<file path="src/rtl/ofdm_frame_sequencer.sv">
// OFDM frame sequencer: after a preamble trigger, drops an offset, then
// alternates CP gaps (dropped) and FFT frames (passed, tlast on last beat).
//
// Ports:
//   ce_clk, ce_rst_n               clock, async active-low reset
//   set_stb/set_addr/set_data      settings bus writes
//   i_tdata/i_ttrig/i_tvalid/i_tready  sample stream in (trig = preamble)
//   o_tdata/o_tlast/o_tvalid/o_tready  framed stream out (zero latency)
//   busy         high whenever not IDLE
//   frame_count  frames completed since last trigger (saturating)
//   cfg_err      sticky, trigger seen with frame_len == 0
module ofdm_frame_sequencer #(
    parameter int SR_BASE       = 16,
    parameter int LEN_W         = 16,
    parameter int DEF_FRAME_LEN = 64,
    parameter int DEF_GAP_LEN   = 16
) (
    input  logic        ce_clk,
    input  logic        ce_rst_n,
    input  logic        set_stb,
    input  logic [7:0]  set_addr,
    input  logic [31:0] set_data,
    input  logic [31:0] i_tdata,
    input  logic        i_ttrig,
    input  logic        i_tvalid,
    output logic        i_tready,
    output logic [31:0] o_tdata,
    output logic        o_tlast,
    output logic        o_tvalid,
    input  logic        o_tready,
    output logic        busy,
    output logic [15:0] frame_count,
    output logic        cfg_err
);

    typedef enum logic [1:0] {IDLE, OFFSET, GAP, FRAME} state_t;

    localparam logic [7:0] A_FRAME = 8'(SR_BASE + 0);
    localparam logic [7:0] A_GAP   = 8'(SR_BASE + 1);
    localparam logic [7:0] A_OFF   = 8'(SR_BASE + 2);
    localparam logic [7:0] A_MAX   = 8'(SR_BASE + 3);
    localparam logic [7:0] A_ABORT = 8'(SR_BASE + 4);
    localparam logic [7:0] A_CLR   = 8'(SR_BASE + 5);
    localparam logic [LEN_W-1:0] ONE = LEN_W'(1);

    state_t state, state_nxt;

    logic [LEN_W-1:0] frame_len, gap_len, offset, max_frames;
    logic [LEN_W-1:0] sh_frame, sh_gap, sh_off, sh_max;
    logic [LEN_W-1:0] cnt, cnt_nxt;
    logic             abort_pend;

    logic        beat, trig, wr_abort, wr_clr;
    logic        frame_end, frame_done;
    logic [15:0] fc_inc;
    logic        unused_bits;

    assign unused_bits = ^set_data;

    assign beat     = i_tvalid & i_tready;
    assign trig     = (state == IDLE) & beat & i_ttrig;
    assign wr_abort = set_stb & (set_addr == A_ABORT);
    assign wr_clr   = set_stb & (set_addr == A_CLR);
    assign o_tdata  = i_tdata;
    assign busy     = (state != IDLE);

    assign frame_end  = (state == FRAME) & beat & (cnt == sh_frame - ONE);
    assign fc_inc     = (frame_count == 16'hFFFF) ? frame_count
                                                  : frame_count + 16'd1;
    assign frame_done = frame_end & (sh_max != '0)
                      & (32'(fc_inc) == 32'(sh_max));

    always_ff @(posedge ce_clk or negedge ce_rst_n) begin
        if (!ce_rst_n) begin
            frame_len  <= LEN_W'(DEF_FRAME_LEN);
            gap_len    <= LEN_W'(DEF_GAP_LEN);
            offset     <= '0;
            max_frames <= '0;
        end else if (set_stb) begin
            if (set_addr == A_FRAME) frame_len  <= set_data[LEN_W-1:0];
            if (set_addr == A_GAP)   gap_len    <= set_data[LEN_W-1:0];
            if (set_addr == A_OFF)   offset     <= set_data[LEN_W-1:0];
            if (set_addr == A_MAX)   max_frames <= set_data[LEN_W-1:0];
        end
    end

    always_comb begin
        state_nxt = state;
        i_tready  = 1'b1;
        o_tvalid  = 1'b0;
        o_tlast   = 1'b0;
        unique case (state)
            IDLE: begin
                if (trig && !wr_abort && frame_len != '0) begin
                    if (offset != '0)       state_nxt = OFFSET;
                    else if (gap_len != '0) state_nxt = GAP;
                    else                    state_nxt = FRAME;
                end
            end
            OFFSET: begin
                if (wr_abort)
                    state_nxt = IDLE;
                else if (beat && cnt == sh_off - ONE)
                    state_nxt = (sh_gap != '0) ? GAP : FRAME;
            end
            GAP: begin
                if (wr_abort)
                    state_nxt = IDLE;
                else if (beat && cnt == sh_gap - ONE)
                    state_nxt = FRAME;
            end
            FRAME: begin
                o_tvalid = i_tvalid;
                i_tready = o_tready;
                o_tlast  = (cnt == sh_frame - ONE);
                // An abort only takes effect at a frame boundary
                if (frame_end) begin
                    if (frame_done || abort_pend || wr_abort)
                        state_nxt = IDLE;
                    else if (sh_gap != '0)
                        state_nxt = GAP;
                end
            end
            default: state_nxt = IDLE;
        endcase
    end

    // Count restarts on every state change and on back-to-back frames
    always_comb begin
        if (state_nxt != state || frame_end)
            cnt_nxt = '0;
        else if (beat && state != IDLE)
            cnt_nxt = cnt + ONE;
        else
            cnt_nxt = cnt;
    end

    always_ff @(posedge ce_clk or negedge ce_rst_n) begin
        if (!ce_rst_n) begin
            state       <= IDLE;
            cnt         <= '0;
            abort_pend  <= 1'b0;
            frame_count <= '0;
            cfg_err     <= 1'b0;
            sh_frame    <= LEN_W'(DEF_FRAME_LEN);
            sh_gap      <= LEN_W'(DEF_GAP_LEN);
            sh_off      <= '0;
            sh_max      <= '0;
        end else begin
            state <= state_nxt;
            cnt   <= cnt_nxt;
            if (state_nxt == IDLE)
                abort_pend <= 1'b0;
            else if (wr_abort && state == FRAME)
                abort_pend <= 1'b1;
            if (trig) begin
                sh_frame    <= frame_len;
                sh_gap      <= gap_len;
                sh_off      <= offset;
                sh_max      <= max_frames;
                frame_count <= '0;
            end else if (frame_end) begin
                frame_count <= fc_inc;
            end
            if (trig && frame_len == '0)
                cfg_err <= 1'b1;
            else if (wr_clr)
                cfg_err <= 1'b0;
        end
    end

endmodule
</file>
<file path="config.mk">
export PLATFORM = sky130hd
export DESIGN_NAME = ofdm_frame_sequencer
export DESIGN_NICKNAME = d
export VERILOG_FILES = /design/src/rtl/ofdm_frame_sequencer.sv
export SDC_FILE = /design/constraint.sdc
export NUM_CORES = 1
export LEC_CHECK = 0
export BUFFER_PORTS_ARGS = -buffer_cell sky130_fd_sc_hd__clkbuf_2
export CAP_MARGIN = 15
export CORE_UTILIZATION = 45
export DETAILED_ROUTE_END_ITERATION = 12
export PLACE_DENSITY = 0.71
export SETUP_SLACK_MARGIN = 0.1
export SLEW_MARGIN = 0
export SYNTH_ARGS = -nofsm -noshare
export SYNTH_HDL_FRONTEND = slang
export SYNTH_SLANG_ARGS = --single-unit
</file>
<file path="constraint.sdc">
create_clock -name ce_clk -period 4.1 [get_ports ce_clk]
set_clock_uncertainty 0.1 [all_clocks]
set_input_delay 0 -clock ce_clk [delete_from_list [all_inputs] [get_ports ce_clk]]
set_output_delay 0 -clock ce_clk [all_outputs]
set_load 0.01 [all_outputs]
</file>
==> results of run 1 <==
[worst max path at each step]
stage                                       start                     endpoint  slack (ns)  cells after the start
after floorplan           sh_frame[0]$_DFFE_PN0P_           cnt[5]$_DFFE_PN0P_        0.61                     12
after global placement    sh_frame[0]$_DFFE_PN0P_  frame_count[15]$_DFFE_PN0P_        0.36                     11
after detailed placement  sh_frame[0]$_DFFE_PN0P_       abort_pend$_DFFE_PN0P_        0.28                     11
after CTS                 sh_frame[0]$_DFFE_PN0P_       abort_pend$_DFFE_PN0P_        0.27                     11
after global routing      sh_frame[0]$_DFFE_PN0P_  frame_count[15]$_DFFE_PN0P_        0.11                     11
final                     sh_frame[0]$_DFFE_PN0P_  frame_count[15]$_DFFE_PN0P_        0.28                     11
[report_power, final]
group          switching, mW  internal [mW]
logic                   1.00          0.820
clock network          0.702          0.857
registers              0.256           1.78
[cell type report]
type / count / area, µm²
Tap cell: 270 / 338
Timing Repair Buffer: 118 / 906
Multi-Input combinational cell: 754 / 4800
Fill cell: 1836 / 9630
Inverter: 18 / 67.6
Sequential cell: 164 / 4110
Clock buffer: 18 / 429
Clock inverter: 14 / 144
[layer usage]
layer | vias up | global-route usage, % | routed length, µm
li1 | 3702 | - | -
met1 | 3762 | 34.8 | 11500
met2 | 314 | 35.4 | 10900
met3 | 40 | 3.32 | 1540
met4 | 0 | 8.56 | 567
met5 | - | 0 | 0
[cells by family (layout without fill, tap and decap cells)]
family,Yosys count,after routing,synth area share [%]
and+or+nand+nor,467,467,24.3
AOI/OAI and AO/OA,121,121,8.69
adders and majority gates,5,5,0.659
xor gates and xnor gates,87,87,8.03
DFF,164,164,43.3
buffers and inverters,119,168,6.22
muxes,74,74,8.79
[flip-flops by register name, summed over array words and instances (netlist names)]
| register | cells |
|---|---|
| sh_max | 16 |
| frame_len | 16 |
| sh_off | 16 |
| cnt | 16 |
| state | 2 |
| sh_gap | 16 |
| offset | 16 |
| cfg_err | 1 |
| abort_pend | 1 |
| sh_frame | 16 |
| frame_count | 16 |
| max_frames | 16 |
| gap_len | 16 |
[synthesized netlist by cell type, drive strengths merged (8+ instances only)]
cell type	number
or4	16
buf	37
nand4	19
xnor2	49
nand2	214
clkbuf	64
nor3	27
nor3b	8
nor4	36
xor2	38
nor2	57
dfrtp	160
inv	18
mux2	65
and3	13
o21ai	33
nand3	23
a21oi	20
mux2i	8
or3	11
[placed cells by master, fill, tap and decap left out, types with 4 or more instances in the layout]
| cell type | Yosys | layout |
|---|---|---|
| inv_6 | 0 | 5 |
| a21oi_1 | 19 | 19 |
| dfstp_2 | 4 | 4 |
| o21a_1 | 7 | 7 |
| nor3b_1 | 8 | 8 |
| clkbuf_16 | 0 | 17 |
| and4_1 | 6 | 6 |
| and3_1 | 13 | 12 |
| mux2_2 | 65 | 65 |
| nor4_1 | 34 | 34 |
| nor3_1 | 26 | 25 |
| o21ai_0 | 33 | 33 |
| clkbuf_2 | 0 | 49 |
| a211oi_1 | 4 | 4 |
| a31oi_1 | 7 | 7 |
| ha_1 | 5 | 5 |
| dfrtp_1 | 160 | 160 |
| dlygate4sd3_1 | 0 | 54 |
| and2_1 | 5 | 4 |
| xnor2_1 | 49 | 49 |
| a21o_1 | 4 | 4 |
| or4_1 | 16 | 16 |
| nand2_1 | 213 | 213 |
| nand4_1 | 19 | 19 |
| nand3_1 | 23 | 22 |
| nand4b_1 | 5 | 5 |
| xor2_1 | 38 | 38 |
| o2111ai_1 | 4 | 4 |
| a311oi_1 | 7 | 7 |
| or2_2 | 4 | 4 |
| mux2i_1 | 8 | 8 |
| buf_4 | 32 | 13 |
| nand2b_1 | 7 | 7 |
| o31ai_1 | 5 | 5 |
| or3_1 | 11 | 11 |
| inv_1 | 18 | 18 |
| nor2_1 | 57 | 57 |
[timing repair]
item,4_1_cts,5_1_grt
resized for setup,0,1
setup endpoints to repair,0,2
hold buffers,54,0
hold endpoints to repair,196,0
[through the flow]
| step | area [µm²] | total power, mW | cells | utilization (%) | setup WS (ns) |
|---|---|---|---|---|---|
| 3_3_place_gp | 9670 | 3.77 | 1269 | 47.3 | 0.356 |
| 3_5_place_dp | 9670 | 3.80 | 1269 | 47.3 | 0.284 |
| 2_1_floorplan | 9490 | 3.41 | 1037 | - | 0.613 |
| 6_report | 10800 | 5.41 | 1356 | 52.8 | 0.275 |
| 4_1_cts | 10800 | 5.42 | 1355 | 52.8 | 0.275 |
| 5_1_grt | 10800 | 5.75 | 1356 | 52.8 | 0.110 |
[critical path, delay by kind of cell (launching register included)]
kind            cells  cell delay, ns
buf+inv             1            0.10
simple gates        7            2.38
mux                 1            0.22
compound gates      1            0.31
fa+ha+maj           1            0.16
flops               1            0.41
==> results.py, run 1 <==
metrics = {
    "worst_setup_path": {
        "r2r_cells": 11,
        "cp-start-kind": "register",
        "r2r_setup_slack_ns": 0.28,
        "crit_fanout": 15,
        "required_ns": 4.28,
        "r2r_start": "sh_frame[0]$_DFFE_PN0P_",
        "worstPathArrival_ns": 4.01,
        "critPathKind": "register to register",
        "reg2reg_to": "frame_count[15]$_DFFE_PN0P_",
        "slowest_stage": "or4b_4",
        "endpoint_kind": "register",
        "critPathMaxStageDelay_ns": 0.50,
        "crit_path_cell_trace": "inv_1 -> ha_1 -> or4b_4 -> or4_1 -> and3_1 -> o31a_1 -> nor4_4 -> nand2_2 -> nor4_2 -> mux2i_1 -> nor2_1",
    },
    "logic_synthesis": {
        "async_flop_share_pct": 100,
        "ys_seq_elements": 164,
        "yosysWarnings": 0,
        "synth_nets": 1120,
        "synthCells": 1037,
        "yosys.cell_types.count": 67,
        "synth_edf_count": 0,
        "yosys.area.top_type": "dfrtp_1",
        "synth_ff_type": "dfrtp_1",
        "yosysTopAreaCellShare_pct": 42.2,
        "yosysSeqAreaShare_pct": 43.3,
        "yosys-top-cells-area": "dfrtp_1, nand2_1, mux2_2, xnor2_1, xor2_1",
        "synth_area_per_cell_um2": 9.15,
        "synthesis.area_mm2": 0.00949,
    },
    "grt": {
        "grt_pass1_vias": 7312,
        "grt_pass1_wl_mm": 40.0,
        "antenna_found_initial": 0,
        "grt_max_degree": 105,
        "grtUsageTotal_pct": 23.6,
        "overflow": 0,
    },
    "pwr": {
        "ir_worst_vdd_v": 0.000296,
        "power_density_mw_per_mm2": 501,
        "leakage_nw": 5.05,
    },
    "clock_network": {
        "post-cts-setup-buffers": 0,
        "cts_max_level": 4,
        "clock-sinks": 164,
        "cts_tree": "done",
        "numCtsBuffers": 17,
        "root_buffer": "clkbuf_16",
        "cts.clk_slew.worst_paths_ns": 0.06,
        "clkLatencyLatePin_ns": 0.43,
        "clock_path_buffers": 2,
    },
    "sta": {
        "timing.final.crit_share_pct": 93.3,
        "slew_viol_final": 0,
        "rsz0062_at_grt": "false",
        "holdWs_ns": 0.142,
        "fmax_mhz": 261,
        "fin_tns_setup_ns": 0,
        "max-slew-margin-rel_pct": 37.6,
        "setup_viol": 0,
        "min_period_ns": 3.82,
        "final-hold-violation-count": 0,
        "worst_pin_slew_ns": 0.937,
    },
    "die": {
        "boundaryPins": 131,
        "dieArea_mm2": 0.0217,
        "row_count": 52,
        "fp.dieH_um": 147,
        "initial_core_util_pct": 46.4,
        "die_x_um": 147,
        "coreArea_mm2": 0.0204,
    },
    "hold_path": {
        "hold_class": "input port to async pin",
    },
    "drt": {
        "wl_per_cell_um": 18.1,
        "drt_iter0_drc": 558,
        "antenna_left": 0,
        "drc": 0,
        "first_pass_iters": 5,
        "viasPerCell": 5.77,
        "totalWireLength_mm": 24.5,
        "vias": 7818,
    },
    "finish": {
        "antenna_cells": 0,
        "areaGrowthSynthToFinish_pct": 13.8,
        "final_layout_size_suffix_gt1_share_pct": 17.1,
        "fin_nets": 1156,
    },
    "job": {
        "cap_violations": 0,
    },
    "place": {
        "portBuffers": 50,
        "hpwl_mm": 17.2,
        "finalWeightedCongestion": 0.896,
    },
    "outcome": {
        "status": "completed",
    },
}
Note: power is estimated with default switching activity, not from simulation.
==> run 2: changes to the inputs <==
--- a/config.mk
+++ b/config.mk
@@ -7,9 +7,10 @@
 export LEC_CHECK = 0
 export BUFFER_PORTS_ARGS = -buffer_cell sky130_fd_sc_hd__clkbuf_2
 export CAP_MARGIN = 15
-export CORE_UTILIZATION = 45
+export CORE_MARGIN = 5
+export CORE_UTILIZATION = 55
 export DETAILED_ROUTE_END_ITERATION = 12
-export PLACE_DENSITY = 0.71
+export PLACE_DENSITY = 0.83
 export SETUP_SLACK_MARGIN = 0.1
 export SLEW_MARGIN = 0
 export SYNTH_ARGS = -nofsm -noshare
==> run 2 against run 1 <==
Register-to-register slack gained 0.20 ns. Routed wire length rose by 5.3%. Final area down 0.33%. Fmax rose by 5.4%. Clock power grew 8%. Worst hold slack worse by 0.070 ns. Worst setup slack improved by 0.20 ns. Final cell count down 3.6%. Utilization increased by 10 points. Largest power group unchanged. Highest routed layer unchanged.
==> results.py, run 2 (synthesized netlist as in run 1, its figures left out) <==
metrics = {
    "grt": {
        "met2_usage_pct": 40.0,
        "grt_pass1_vias": 7653,
        "grt_pass1_wl_mm": 41.2,
        "grtUsageTotal_pct": 26.0,
        "overflow": 0,
        "grt.busiest_layer": "met2",
        "met1_usage_pct": 36.7,
        "met3_usage_pct": 4.52,
        "grt_max_degree": 112,
        "antenna_found_initial": 0,
    },
    "worst_setup_path": {
        "critPathKind": "register to register",
        "cp-start-kind": "register",
        "required_ns": 4.28,
        "worstPathArrival_ns": 3.81,
        "endpoint_kind": "register",
        "crit_fanout": 15,
        "r2r_cells": 12,
    },
    "finish": {
        "final_cell_mix": "nand2_1, dfrtp_1, mux2_2",
        "final_layout_size_suffix_gt1_share_pct": 17.2,
        "areaGrowthSynthToFinish_pct": 13.4,
        "fin_nets": 1152,
        "antenna_cells": 0,
        "layout_commonest_cell": "nand2_1",
    },
    "clock_network": {
        "root_buffer": "clkbuf_16",
        "clock-sinks": 164,
        "clkLatencyLatePin_ns": 0.43,
        "numCtsBuffers": 17,
        "cts_max_level": 4,
        "clock_path_buffers": 2,
        "cts_tree": "done",
        "cts.clk_slew.worst_paths_ns": 0.07,
    },
    "sta": {
        "slew_viol_final": 0,
        "setup_viol": 0,
        "final-hold-violation-count": 0,
        "fmax_mhz": 276,
        "worst_pin_slew_ns": 0.995,
        "rsz0062_at_grt": "false",
        "timing.final.crit_share_pct": 88.5,
        "max-slew-margin-rel_pct": 33.7,
        "fin_tns_setup_ns": 0,
        "min_period_ns": 3.63,
    },
    "die": {
        "dieArea_mm2": 0.0200,
        "initial_core_util_pct": 55.4,
        "die_x_um": 141,
        "coreArea_mm2": 0.0171,
        "boundaryPins": 131,
        "row_count": 48,
        "fp.dieH_um": 141,
    },
    "pwr": {
        "ir_worst_vdd_v": 0.000386,
        "total_power_mw": 5.54,
        "leakage_nw": 5.07,
        "power_density_mw_per_mm2": 515,
    },
    "outcome": {
        "status": "completed",
    },
    "hold_path": {
        "hold_depth": 4,
        "hold_class": "input port to register",
    },
    "drt": {
        "antenna_left": 0,
        "drc": 0,
        "drt_iter0_drc": 722,
        "viasPerCell": 6.17,
        "first_pass_iters": 5,
        "totalWireLength_mm": 25.8,
        "wl_per_cell_um": 19.8,
        "vias": 8067,
    },
    "place": {
        "finalWeightedCongestion": 0.857,
        "portBuffers": 50,
        "hpwl_mm": 17.1,
    },
    "job": {
        "cap_violations": 0,
    },
}
run 2: changes by cell type in the layout (fill, tap and decap cells not counted), moves of 2 or more:
cell,delta
dlygate4sd3_1,-2
bufinv_16,+2
buf_4,-2
inv_8,-2
run 2: what timing repair did:
| action | 4_1_cts | 5_1_grt |
|---|---|---|
| hold buffers | 52 | 0 |
| resized for setup | 0 | 4 |
| setup endpoints to repair | 0 | 31 |
| buffers inserted | 0 | 1 |
| endpoints found under the hold margin | 203 | 0 |
run 2: area by class of cell:
type                            instances  area [µm²]
Fill cell                            1298        6360
Multi-Input combinational cell        754        4810
Sequential cell                       164        4110
Timing Repair Buffer                  114         871
Clock buffer                           17         425
Tap cell                              225         282
Clock inverter                         15         195
Inverter                               18        67.6
run 2: routing by layer:
metal  vias up  share of wire, %  routed length (µm)
met5         -                 0                   0
met4         0               3.3                 843
met3        59               9.3                2400
met2       417                46               11900
met1      3914                41               10700
li1       3677                 -                   -
run 2: path summary, 6_finish.rpt:
kind,from,endpoint,slack (ns)
max,sh_frame[0]$_DFFE_PN0P_,frame_count[15]$_DFFE_PN0P_,0.47
min,i_ttrig,sh_max[0]$_DFFE_PN0P_,0.07
min in group asynchronous,ce_rst_n,frame_len[9]$_DFFE_PN0P_,0.15
min reg2reg,max_frames[2]$_DFFE_PN0P_,sh_max[2]$_DFFE_PN0P_,0.36
max in group asynchronous,ce_rst_n,frame_len[1]$_DFFE_PN0P_,2.76
max reg2reg,sh_frame[0]$_DFFE_PN0P_,frame_count[15]$_DFFE_PN0P_,0.47
run 2: critical path, cell delays in order, from the launching register on:
cell and delay (ns):
dfrtp_1 0.41, inv_1 0.10, ha_1 0.25, or4b_4 0.53
or4_1 0.51, and3_1 0.19, o31a_1 0.30, nor4_4 0.20
buf_4 0.19, nand2_4 0.14, nor4_2 0.30, mux2i_1 0.21
nor2_1 0.05
run 2: where the power goes:
part	total [mW]	switching (mW)	internal (mW)
Sequential	2.04	0.260	1.78
Clock	1.68	0.705	0.975
Combinational	1.82	1.02	0.805
run 2: metrics by stage:
| step | util [%] | hold slack [ns] | instances | worst slack [ns] | area (µm²) |
|---|---|---|---|---|---|
| final | 62.9 | 0.0714 | 1307 | 0.472 | 10800 |
| after global placement | 56.0 | -0.0999 | 1221 | 0.301 | 9590 |
| after global routing | 62.9 | 0.104 | 1307 | 0.223 | 10800 |
| after floorplan | - | -0.396 | 1037 | 0.613 | 9490 |
| after detailed placement | 56.0 | -0.0999 | 1221 | 0.154 | 9590 |
| after CTS | 62.7 | 0.0586 | 1305 | 0.159 | 10700 |
